### config.mk
export PLATFORM = sky130hd
export DESIGN_NAME = rhs_axil_cfg_regs_flat
export DESIGN_NICKNAME = d
export VERILOG_FILES = /design/src/rtl/rhs_axil_cfg_regs_if.sv /design/src/rtl/rhs_axil_cfg_regs.sv /design/src/flat_wrapper.sv
export SDC_FILE = /design/constraint.sdc
export NUM_CORES = 1
export LEC_CHECK = 0
export ABC_AREA = 1
export ABC_CLOCK_PERIOD_IN_PS = 3000
export CAP_MARGIN = 25
export CORE_UTILIZATION = 35
export DETAILED_ROUTE_END_ITERATION = 6
export GPL_TIMING_DRIVEN = 0
export MAX_ROUTING_LAYER = met4
export SYNTH_ARGS = -nofsm -noshare
export SYNTH_HDL_FRONTEND = slang
export SYNTH_SLANG_ARGS = --single-unit
### constraint.sdc
create_clock -name rhs_aclk -period 3 [get_ports rhs_aclk]
set_input_delay 0.9 -clock rhs_aclk [delete_from_list [all_inputs] [get_ports rhs_aclk]]
set_output_delay 0.9 -clock rhs_aclk [all_outputs]
set_load 0.02 [all_outputs]
### src/rtl/rhs_axil_cfg_regs_if.sv
// AXI4-Lite bundle between the PS/VIP master and the RHS config register file.
interface rhs_axil_cfg_regs_if #(
  parameter int ADDR_W = 5,
  parameter int DATA_W = 32
);
  logic [ADDR_W-1:0]   awaddr;
  logic                awvalid;
  logic                awready;
  logic [DATA_W-1:0]   wdata;
  logic [DATA_W/8-1:0] wstrb;
  logic                wvalid;
  logic                wready;
  logic [1:0]          bresp;
  logic                bvalid;
  logic                bready;
  logic [ADDR_W-1:0]   araddr;
  logic                arvalid;
  logic                arready;
  logic [DATA_W-1:0]   rdata;
  logic [1:0]          rresp;
  logic                rvalid;
  logic                rready;

  modport master (
    output awaddr, awvalid, wdata, wstrb, wvalid, bready, araddr, arvalid, rready,
    input  awready, wready, bresp, bvalid, arready, rdata, rresp, rvalid
  );

  modport slave (
    input  awaddr, awvalid, wdata, wstrb, wvalid, bready, araddr, arvalid, rready,
    output awready, wready, bresp, bvalid, arready, rdata, rresp, rvalid
  );
endinterface

### src/rtl/rhs_axil_cfg_regs.sv
// AXI4-Lite register file for the RHS stimulation controller: eight config words,
// command pulses on reg0 writes, and engine status merged into reg0 reads.
module rhs_axil_cfg_regs #(
  parameter int C_ADDR_WIDTH = 5,
  parameter int C_DATA_WIDTH = 32
) (
  input  logic                rhs_aclk,
  input  logic                rhs_areset,
  rhs_axil_cfg_regs_if.slave  s_axi,
  input  logic                eng_busy,
  output logic                cmd_start,
  output logic                cmd_stop,
  output logic [2:0]          cmd_op,
  output logic                loopback,
  output logic                man_dly_en,
  output logic [3:0]          man_dly,
  output logic [7:0]          pos_mag,
  output logic [7:0]          pos_trim,
  output logic [7:0]          neg_mag,
  output logic [7:0]          neg_trim,
  output logic [7:0]          pkt_len,
  output logic [1:0]          z_scale,
  output logic [7:0]          z_cycle,
  output logic [15:0]         stim_mask,
  output logic                stim_pol,
  output logic                stim_bipolar,
  output logic [3:0]          stim_ch_n,
  output logic [3:0]          stim_ch_p,
  output logic [15:0]         pulse_width,
  output logic [15:0]         ipulse_dly,
  output logic [10:0]         num_pulse
);

  typedef enum logic {W_IDLE, W_RESP} wState_e;
  typedef enum logic {R_IDLE, R_DATA} rState_e;

  localparam logic [1:0] RESP_OKAY   = 2'b00;
  localparam logic [1:0] RESP_SLVERR = 2'b10;

  wState_e                 wState_q;
  rState_e                 rState_q;
  logic [C_ADDR_WIDTH-1:0] awAddr_q;
  logic [C_DATA_WIDTH-1:0] wData_q;
  logic [3:0]              wStrb_q;
  logic                    awDone_q, wDone_q;
  logic                    awReady_q, wReady_q, bValid_q;
  logic [1:0]              bResp_q;
  logic                    arReady_q, rValid_q;
  logic [1:0]              rResp_q;
  logic [C_DATA_WIDTH-1:0] rData_q;
  logic [31:0]             regs_q [8];
  logic                    cmdStart_q, cmdStop_q;

  logic [2:0]              wIdx, rIdx;
  logic [31:0]             laneMask, wrValue_d, rdValue_d;
  logic                    wrErr, rdErr;

  // Implemented bits per word; everything else is stored and read back as zero.
  function automatic logic [31:0] fieldMask(input logic [2:0] idx);
    case (idx)
      3'd0:    fieldMask = 32'h0000_07FF;
      3'd1:    fieldMask = 32'hFFFF_FFFF;
      3'd2:    fieldMask = 32'h0000_00FF;
      3'd3:    fieldMask = 32'h0000_03FF;
      3'd4:    fieldMask = 32'h03FF_FFFF;
      3'd5:    fieldMask = 32'h0000_FFFF;
      3'd6:    fieldMask = 32'h0000_FFFF;
      default: fieldMask = 32'h0000_07FF;
    endcase
  endfunction

  always_comb begin
    wIdx      = awAddr_q[4:2];
    laneMask  = {{8{wStrb_q[3]}}, {8{wStrb_q[2]}}, {8{wStrb_q[1]}}, {8{wStrb_q[0]}}};
    wrValue_d = ((regs_q[wIdx] & ~laneMask) | (wData_q & laneMask)) & fieldMask(wIdx);
    // reg0 stays writable while busy so software can always issue a stop.
    wrErr     = (awAddr_q[1:0] != 2'b00) || ((wIdx != 3'd0) && eng_busy);
  end

  always_comb begin
    rIdx      = s_axi.araddr[4:2];
    rdErr     = (s_axi.araddr[1:0] != 2'b00);
    rdValue_d = regs_q[rIdx];
    if (rdErr) begin
      rdValue_d = '0;
    end else if (rIdx == 3'd0) begin
      rdValue_d = {eng_busy, 20'b0, regs_q[0][10:0]};
    end
  end

  always_ff @(posedge rhs_aclk) begin
    if (rhs_areset) begin
      wState_q   <= W_IDLE;
      awAddr_q   <= '0;
      wData_q    <= '0;
      wStrb_q    <= '0;
      awDone_q   <= 1'b0;
      wDone_q    <= 1'b0;
      awReady_q  <= 1'b1;
      wReady_q   <= 1'b1;
      bValid_q   <= 1'b0;
      bResp_q    <= RESP_OKAY;
      cmdStart_q <= 1'b0;
      cmdStop_q  <= 1'b0;
      for (int i = 0; i < 8; i++) regs_q[i] <= '0;
    end else begin
      cmdStart_q <= 1'b0;
      cmdStop_q  <= 1'b0;
      case (wState_q)
        W_IDLE: begin
          if (s_axi.awvalid && awReady_q) begin
            awAddr_q  <= s_axi.awaddr;
            awDone_q  <= 1'b1;
            awReady_q <= 1'b0;
          end
          if (s_axi.wvalid && wReady_q) begin
            wData_q  <= s_axi.wdata;
            wStrb_q  <= s_axi.wstrb;
            wDone_q  <= 1'b1;
            wReady_q <= 1'b0;
          end
          if (awDone_q && wDone_q) begin
            wState_q <= W_RESP;
            bValid_q <= 1'b1;
            if (wrErr) begin
              bResp_q <= RESP_SLVERR;
            end else begin
              bResp_q      <= RESP_OKAY;
              regs_q[wIdx] <= wrValue_d;
              if (wIdx == 3'd0) begin
                cmdStart_q <= wrValue_d[0];
                cmdStop_q  <= ~wrValue_d[0] & eng_busy;
              end
            end
          end
        end
        W_RESP: begin
          if (s_axi.bready) begin
            wState_q  <= W_IDLE;
            bValid_q  <= 1'b0;
            awDone_q  <= 1'b0;
            wDone_q   <= 1'b0;
            awReady_q <= 1'b1;
            wReady_q  <= 1'b1;
          end
        end
        default: wState_q <= W_IDLE;
      endcase
    end
  end

  // Read data is captured at the AR handshake, so a write committing later reads as old.
  always_ff @(posedge rhs_aclk) begin
    if (rhs_areset) begin
      rState_q  <= R_IDLE;
      arReady_q <= 1'b1;
      rValid_q  <= 1'b0;
      rData_q   <= '0;
      rResp_q   <= RESP_OKAY;
    end else begin
      case (rState_q)
        R_IDLE: begin
          if (s_axi.arvalid && arReady_q) begin
            rState_q  <= R_DATA;
            arReady_q <= 1'b0;
            rValid_q  <= 1'b1;
            rData_q   <= rdValue_d;
            rResp_q   <= rdErr ? RESP_SLVERR : RESP_OKAY;
          end
        end
        R_DATA: begin
          if (s_axi.rready) begin
            rState_q  <= R_IDLE;
            arReady_q <= 1'b1;
            rValid_q  <= 1'b0;
          end
        end
        default: rState_q <= R_IDLE;
      endcase
    end
  end

  assign s_axi.awready = awReady_q;
  assign s_axi.wready  = wReady_q;
  assign s_axi.bvalid  = bValid_q;
  assign s_axi.bresp   = bResp_q;
  assign s_axi.arready = arReady_q;
  assign s_axi.rvalid  = rValid_q;
  assign s_axi.rdata   = rData_q;
  assign s_axi.rresp   = rResp_q;

  assign cmd_start    = cmdStart_q;
  assign cmd_stop     = cmdStop_q;
  assign cmd_op       = regs_q[0][3:1];
  assign loopback     = regs_q[0][5];
  assign man_dly_en   = regs_q[0][6];
  assign man_dly      = regs_q[0][10:7];
  assign pos_mag      = regs_q[1][31:24];
  assign pos_trim     = regs_q[1][23:16];
  assign neg_mag      = regs_q[1][15:8];
  assign neg_trim     = regs_q[1][7:0];
  assign pkt_len      = regs_q[2][7:0];
  assign z_scale      = regs_q[3][9:8];
  assign z_cycle      = regs_q[3][7:0];
  assign stim_mask    = regs_q[4][25:10];
  assign stim_pol     = regs_q[4][9];
  assign stim_bipolar = regs_q[4][8];
  assign stim_ch_n    = regs_q[4][7:4];
  assign stim_ch_p    = regs_q[4][3:0];
  assign pulse_width  = regs_q[5][15:0];
  assign ipulse_dly   = regs_q[6][15:0];
  assign num_pulse    = regs_q[7][10:0];

endmodule

### src/flat_wrapper.sv
// flat-port wrapper written by rule: the top's interface ports become plain ports
module rhs_axil_cfg_regs_flat 
#(
  parameter int C_ADDR_WIDTH = 5,
  parameter int C_DATA_WIDTH = 32
)
  (rhs_aclk, rhs_areset, eng_busy, cmd_start, cmd_stop, cmd_op, loopback, man_dly_en, man_dly, pos_mag, pos_trim, neg_mag, neg_trim, pkt_len, z_scale, z_cycle, stim_mask, stim_pol, stim_bipolar, stim_ch_n, stim_ch_p, pulse_width, ipulse_dly, num_pulse, s_axi_awaddr, s_axi_awvalid, s_axi_wdata, s_axi_wstrb, s_axi_wvalid, s_axi_bready, s_axi_araddr, s_axi_arvalid, s_axi_rready, s_axi_awready, s_axi_wready, s_axi_bresp, s_axi_bvalid, s_axi_arready, s_axi_rdata, s_axi_rresp, s_axi_rvalid);
  rhs_axil_cfg_regs_if s_axi_i ();
  input  logic rhs_aclk;
  input  logic rhs_areset;
  input  logic eng_busy;
  output logic cmd_start;
  output logic cmd_stop;
  output logic [2:0] cmd_op;
  output logic loopback;
  output logic man_dly_en;
  output logic [3:0] man_dly;
  output logic [7:0] pos_mag;
  output logic [7:0] pos_trim;
  output logic [7:0] neg_mag;
  output logic [7:0] neg_trim;
  output logic [7:0] pkt_len;
  output logic [1:0] z_scale;
  output logic [7:0] z_cycle;
  output logic [15:0] stim_mask;
  output logic stim_pol;
  output logic stim_bipolar;
  output logic [3:0] stim_ch_n;
  output logic [3:0] stim_ch_p;
  output logic [15:0] pulse_width;
  output logic [15:0] ipulse_dly;
  output logic [10:0] num_pulse;
  input wire logic [$bits(s_axi_i.awaddr)-1:0] s_axi_awaddr;
  input wire logic [$bits(s_axi_i.awvalid)-1:0] s_axi_awvalid;
  input wire logic [$bits(s_axi_i.wdata)-1:0] s_axi_wdata;
  input wire logic [$bits(s_axi_i.wstrb)-1:0] s_axi_wstrb;
  input wire logic [$bits(s_axi_i.wvalid)-1:0] s_axi_wvalid;
  input wire logic [$bits(s_axi_i.bready)-1:0] s_axi_bready;
  input wire logic [$bits(s_axi_i.araddr)-1:0] s_axi_araddr;
  input wire logic [$bits(s_axi_i.arvalid)-1:0] s_axi_arvalid;
  input wire logic [$bits(s_axi_i.rready)-1:0] s_axi_rready;
  output wire logic [$bits(s_axi_i.awready)-1:0] s_axi_awready;
  output wire logic [$bits(s_axi_i.wready)-1:0] s_axi_wready;
  output wire logic [$bits(s_axi_i.bresp)-1:0] s_axi_bresp;
  output wire logic [$bits(s_axi_i.bvalid)-1:0] s_axi_bvalid;
  output wire logic [$bits(s_axi_i.arready)-1:0] s_axi_arready;
  output wire logic [$bits(s_axi_i.rdata)-1:0] s_axi_rdata;
  output wire logic [$bits(s_axi_i.rresp)-1:0] s_axi_rresp;
  output wire logic [$bits(s_axi_i.rvalid)-1:0] s_axi_rvalid;
  assign s_axi_i.awaddr = s_axi_awaddr;
  assign s_axi_i.awvalid = s_axi_awvalid;
  assign s_axi_i.wdata = s_axi_wdata;
  assign s_axi_i.wstrb = s_axi_wstrb;
  assign s_axi_i.wvalid = s_axi_wvalid;
  assign s_axi_i.bready = s_axi_bready;
  assign s_axi_i.araddr = s_axi_araddr;
  assign s_axi_i.arvalid = s_axi_arvalid;
  assign s_axi_i.rready = s_axi_rready;
  assign s_axi_awready = s_axi_i.awready;
  assign s_axi_wready = s_axi_i.wready;
  assign s_axi_bresp = s_axi_i.bresp;
  assign s_axi_bvalid = s_axi_i.bvalid;
  assign s_axi_arready = s_axi_i.arready;
  assign s_axi_rdata = s_axi_i.rdata;
  assign s_axi_rresp = s_axi_i.rresp;
  assign s_axi_rvalid = s_axi_i.rvalid;
  rhs_axil_cfg_regs #(.C_ADDR_WIDTH(C_ADDR_WIDTH), .C_DATA_WIDTH(C_DATA_WIDTH)) u_core (.rhs_aclk(rhs_aclk), .rhs_areset(rhs_areset), .s_axi(s_axi_i), .eng_busy(eng_busy), .cmd_start(cmd_start), .cmd_stop(cmd_stop), .cmd_op(cmd_op), .loopback(loopback), .man_dly_en(man_dly_en), .man_dly(man_dly), .pos_mag(pos_mag), .pos_trim(pos_trim), .neg_mag(neg_mag), .neg_trim(neg_trim), .pkt_len(pkt_len), .z_scale(z_scale), .z_cycle(z_cycle), .stim_mask(stim_mask), .stim_pol(stim_pol), .stim_bipolar(stim_bipolar), .stim_ch_n(stim_ch_n), .stim_ch_p(stim_ch_p), .pulse_width(pulse_width), .ipulse_dly(ipulse_dly), .num_pulse(num_pulse));
endmodule
Word level (Yosys, flattened, before mapping)
Memory sizes are Yosys's and may differ from the RTL's. A register that Yosys moved wholly into a read port is not among the register bits.
Cells that the tools add are included.

storage, ports and cells
  RAM bits = 256
  memories kept = 1
  output and inout port bits = 171
  bits in read-only memories = 0
  input bits = 54
  latch bits = 0
  logic and storage cells = 104
  register bits after elaboration = 88

operators by class
  divide/modulo/power cells = 0
  multipliers = 0
  add/sub/neg operators = 0
  reduce and logical (&&, ||, !) cells = 22
  bitwise logic cells = 11
  multiplexer cells = 41
  $lt $le $gt $ge = 0
  shift operators = 0
  eq/ne operators = 12

memories
  name           depth  bits a word  read ports  clocked after Yosys merged registers in  wr ports  RTL line                 source
  u_core.regs_q  8      32           10          1                                        8         rhs_axil_cfg_regs.sv:51  logic [31:0] regs_q [8];

operator list
  cell                number
  $pmux 32 s5         1
  $and 32x32->32      3
  $mux 32             3
  $not 32->32         1
  $or 32x32->32       1
  $reduce_or 32->1    1
  $mux 1              23
  $pmux 1 s2          9
  $reduce_and 2->1    8
  $eq 3x3->1 const B  3
  $mux 3              3
  $ne 2x1->1 const B  4
  $eq 3x2->1 const B  2
  $logic_not 3->1     2
  $logic_and 1x1->1   5
  $not 1->1           5
  $reduce_or 5->1     1
  $mux 2              2
  $ne 2x2->1 const B  2
  $reduce_bool 2->1   2
  $eq 3x1->1 const B  1
  $reduce_bool 3->1   1
  $reduce_or 2->1     1
  $and 1x1->1         1
  $logic_or 1x1->1    1

Longest topological paths before layout
  depth in word-level cells = 10
  mapped depth = 10
  mapped depth without buffers = 8

Least setup slack after synthesis
Ideal clock, no wire load.

  kind = in2reg
  start point = in rhs_areset
  end point = mem u_core.regs_q[5][0] (enable)
  path slack = 255 ps
  stages on the path = 5
  buffers on the path = 2
  data arrival time = 2355 ps
  setup time = 389 ps
  data required time = 2611 ps
  path through = clkbuf_1 -> nor2_8 -> nand3_2 -> buf_2 -> nand2_1

RTL lines
  element      RTL line                 source
  from (decl)  flat_wrapper.sv:10       input logic rhs_areset;
  to (decl)    rhs_axil_cfg_regs.sv:51

==> run_results.csv <==
group,metric,value,unit
clock_network,htree_num_levels,2,
clock_network,cts-root-buf,"clkbuf_16",
logic_synthesis,synthesis.area,16800,sq um
pwr,peakVddDrop,0.000328,V
timing,fmax,335,MHz
logic_synthesis,yosysMostFrequentCell,"nand2_1",
route,route.detailed.drc,6,
logic_synthesis,syn_avg_cell_area,8.91,sq um
placement,io_buffers,219,
critical_path,critPathKind,"in -> reg",
grt,grt_max_degree,26,
floorplan,boundaryPins,225,
timing,rsz0062_at_grt,"true",
outcome,violations,"design-rule violations",
placement,place_inst,2850,
clock_network,clkLatencyLatePin,0.57,ns
grt,gr-total-overflow,0,
route,firstDrtPassIters,7,
timing,tightestPinTransition,1.07,ns
timing,finalWorstSetupSlack,0.0177,ns
logic_synthesis,synthCells,1889,
route,via_count,15494,
placement,dp_hpwl,48400,um
route,ant_nets,0,
grt,grtUsageTotal,28.0,%
grt,antenna_found_initial,1,
timing,finalHoldViolCount,0,
critical_path,end_kind,"register",
route,wire_per_inst,22.9,um
logic_synthesis,synthTopCellsByCount,"nand2_1, edfxtp_1, nand3_1, nor2_1, a21oi_1",
floorplan,chipHeight,221,um
final_layout,postLayoutCellArea,21800,sq um
placement,gp_congestion,0.935,
critical_path,start_kind,"input pin",
final_layout,drive_above_1_share,9.70,%
final_layout,finalNetCount,2341,
timing,clock_skew,0.0236,ns
pwr,p_per_area,583,nW/um^2
pwr,power.leakage,8.50,nW
floorplan,die_x,221,um
logic_synthesis,ys_types,24,
logic_synthesis,synth_edf_count,256,
clock_network,cts_made_buffers,41,
clock_network,cts_tree,"built",
floorplan,core-area,47000,sq um
timing,fin_crit,2.98,ns
timing,slew_violations,0,
logic_synthesis,ys_warn_count,0,
floorplan,rows,79,
final_layout,instances_no_fill,2929,
critical_path,cp.required,3.31,ns
grt,grt_pass1_vias,14910,
logic_synthesis,synth-seq-cells,345,
critical_path,cp_max_fo,17,
critical_path,arrival,3.29,ns
route,wl,67200,um
timing,relSlewSlack,28.4,%
hold_path,hp-class,"reg -> reg",
final_layout,syn2layout_area_growth,29.8,%
floorplan,die-area,49000,sq um
clock_network,cts_sinks,345,
logic_synthesis,synth_top_cell_by_area,"edfxtp_1",
route,drt_iter0_drc,1856,
logic_synthesis,ys_async_sr_fraction,0,%
floorplan,initial_core_util,35.9,%
clock_network,cts.clk_slew.worst_paths,0.06,ns
final_layout,finish.utilization,46.5,%
logic_synthesis,ys_seq_area_share,56.3,%
outcome,status,"complete, but fails checks",
timing,period_share,99.4,%
clock_network,cts_buffer_depth,3,
logic_synthesis,synth_ff_type,"edfxtp_1",
timing,setup-violations-final,0,
grt,grt_pass1_wl,98200,um
flow_run,maxCapViolations,0,
logic_synthesis,synth_area_leaders,"edfxtp_1, dfxtp_1, nand2_1, nand3_1, o211ai_1",
timing,holdWs,0.454,ns
logic_synthesis,synth_top_area_share,45.7,%
placement,pre_cts_ws,-0.748,ns
placement,postPlaceCellArea,20400,sq um
route,via_per_inst,5.29,
through the flow:
step                power [mW]   TNS, ns
CTS                       12.7         0
detailed placement        7.72   -126.17
finish                    12.7         0
floorplan                 6.81         0
global route              13.1  -0.00307
global placement          7.68   -380.96
what timing repair did:
action                                  in CTS  in global routing
resized for setup                            1                  5
hold endpoints to repair                     0                  0
hold buffers                                 0                  0
endpoints found under the setup margin      34                 30
buffers inserted                             0                  2
pin swaps                                    0                  1
layout make-up:
class,instances,area (sq um)
Multi-Input combinational cell,1328,6180
Buffer,223,1250
Fill cell,4494,25100
Clock inverter,11,106
Inverter,119,447
Clock buffer,65,1260
Antenna cell,2,5.00
Sequential cell,345,9470
Timing Repair Buffer,229,2370
Tap cell,607,759
layout by cell type, fill, tap and decap left out, drive strengths merged:
master / instances
o21ai: 118
clkinv: 12
buf: 163
bufinv: 2
nand4: 3
a21oi: 164
diode: 2
nand2: 323
clkdlybuf4s50: 219
o211ai: 118
dfxtp: 89
conb: 128
nand3: 240
nor2: 230
inv: 116
nor3: 4
edfxtp: 256
clkbuf: 135
report_power, final:
part           switching, mW  internal (mW)  leakage [nW]
logic                   1.43          0.668          4.51
registers              0.177           5.41          3.31
clock network           2.00           3.04         0.675
total                   3.61           9.12          8.50
cells by family after synthesis:
logic type	after synthesis	synth area share [%]
flip-flops	345	56.3
buffers and inverters	343	10.1
AO/OA/AOI/OAI	400	13.6
other	1	0.0223
AND/OR/NAND/NOR	800	20.0
registers in the layout, summed over array words and instances (netlist names), named ones only:
register / cells
u_core.awAddr_q: 5
u_core.awDone_q: 1
u_core.cmd_start: 1
u_core.cmd_stop: 1
u_core.rState_q: 1
u_core.regs_q: 256
u_core.s_axi.arready: 1
u_core.s_axi.awready: 1
u_core.s_axi.bresp: 1
u_core.s_axi.bvalid: 1
u_core.s_axi.rdata: 32
u_core.s_axi.rresp: 1
u_core.s_axi.rvalid: 1
u_core.s_axi.wready: 1
u_core.wData_q: 32
u_core.wDone_q: 1
u_core.wState_q: 1
u_core.wStrb_q: 4
worst paths after layout:
kind                      startpoint                    to  slack (ns)  depth (start not counted)
setup / recovery            eng_busy  u_core.regs_q[0][14]        0.02                          8
setup reg to reg  u_core.awAddr_q[4]  u_core.regs_q[5][16]        0.31                         10
hold / removal    u_core.awAddr_q[1]    u_core.awAddr_q[1]        0.45                          2
hold reg to reg   u_core.awAddr_q[1]    u_core.awAddr_q[1]        0.45                          2
metal layers:
| metal | share of wire (%) | GRT usage [%] |
|---|---|---|
| met3 | 12 | 5.94 |
| met4 | 2.9 | 9.63 |
| met5 | 0 | - |
| met1 | 41 | 37.4 |
| met2 | 44 | 42.0 |
worst max-delay path, stage by stage:
cell and delay [ns]:
clkdlybuf4s50_1 0.60, nand2_1 0.11, nand2_1 0.19, nor2_8 0.08, nand3_1 0.21, buf_2 0.39, nand2_2 0.44, buf_12 0.34
Note: power is estimated with default switching activity, not from simulation.
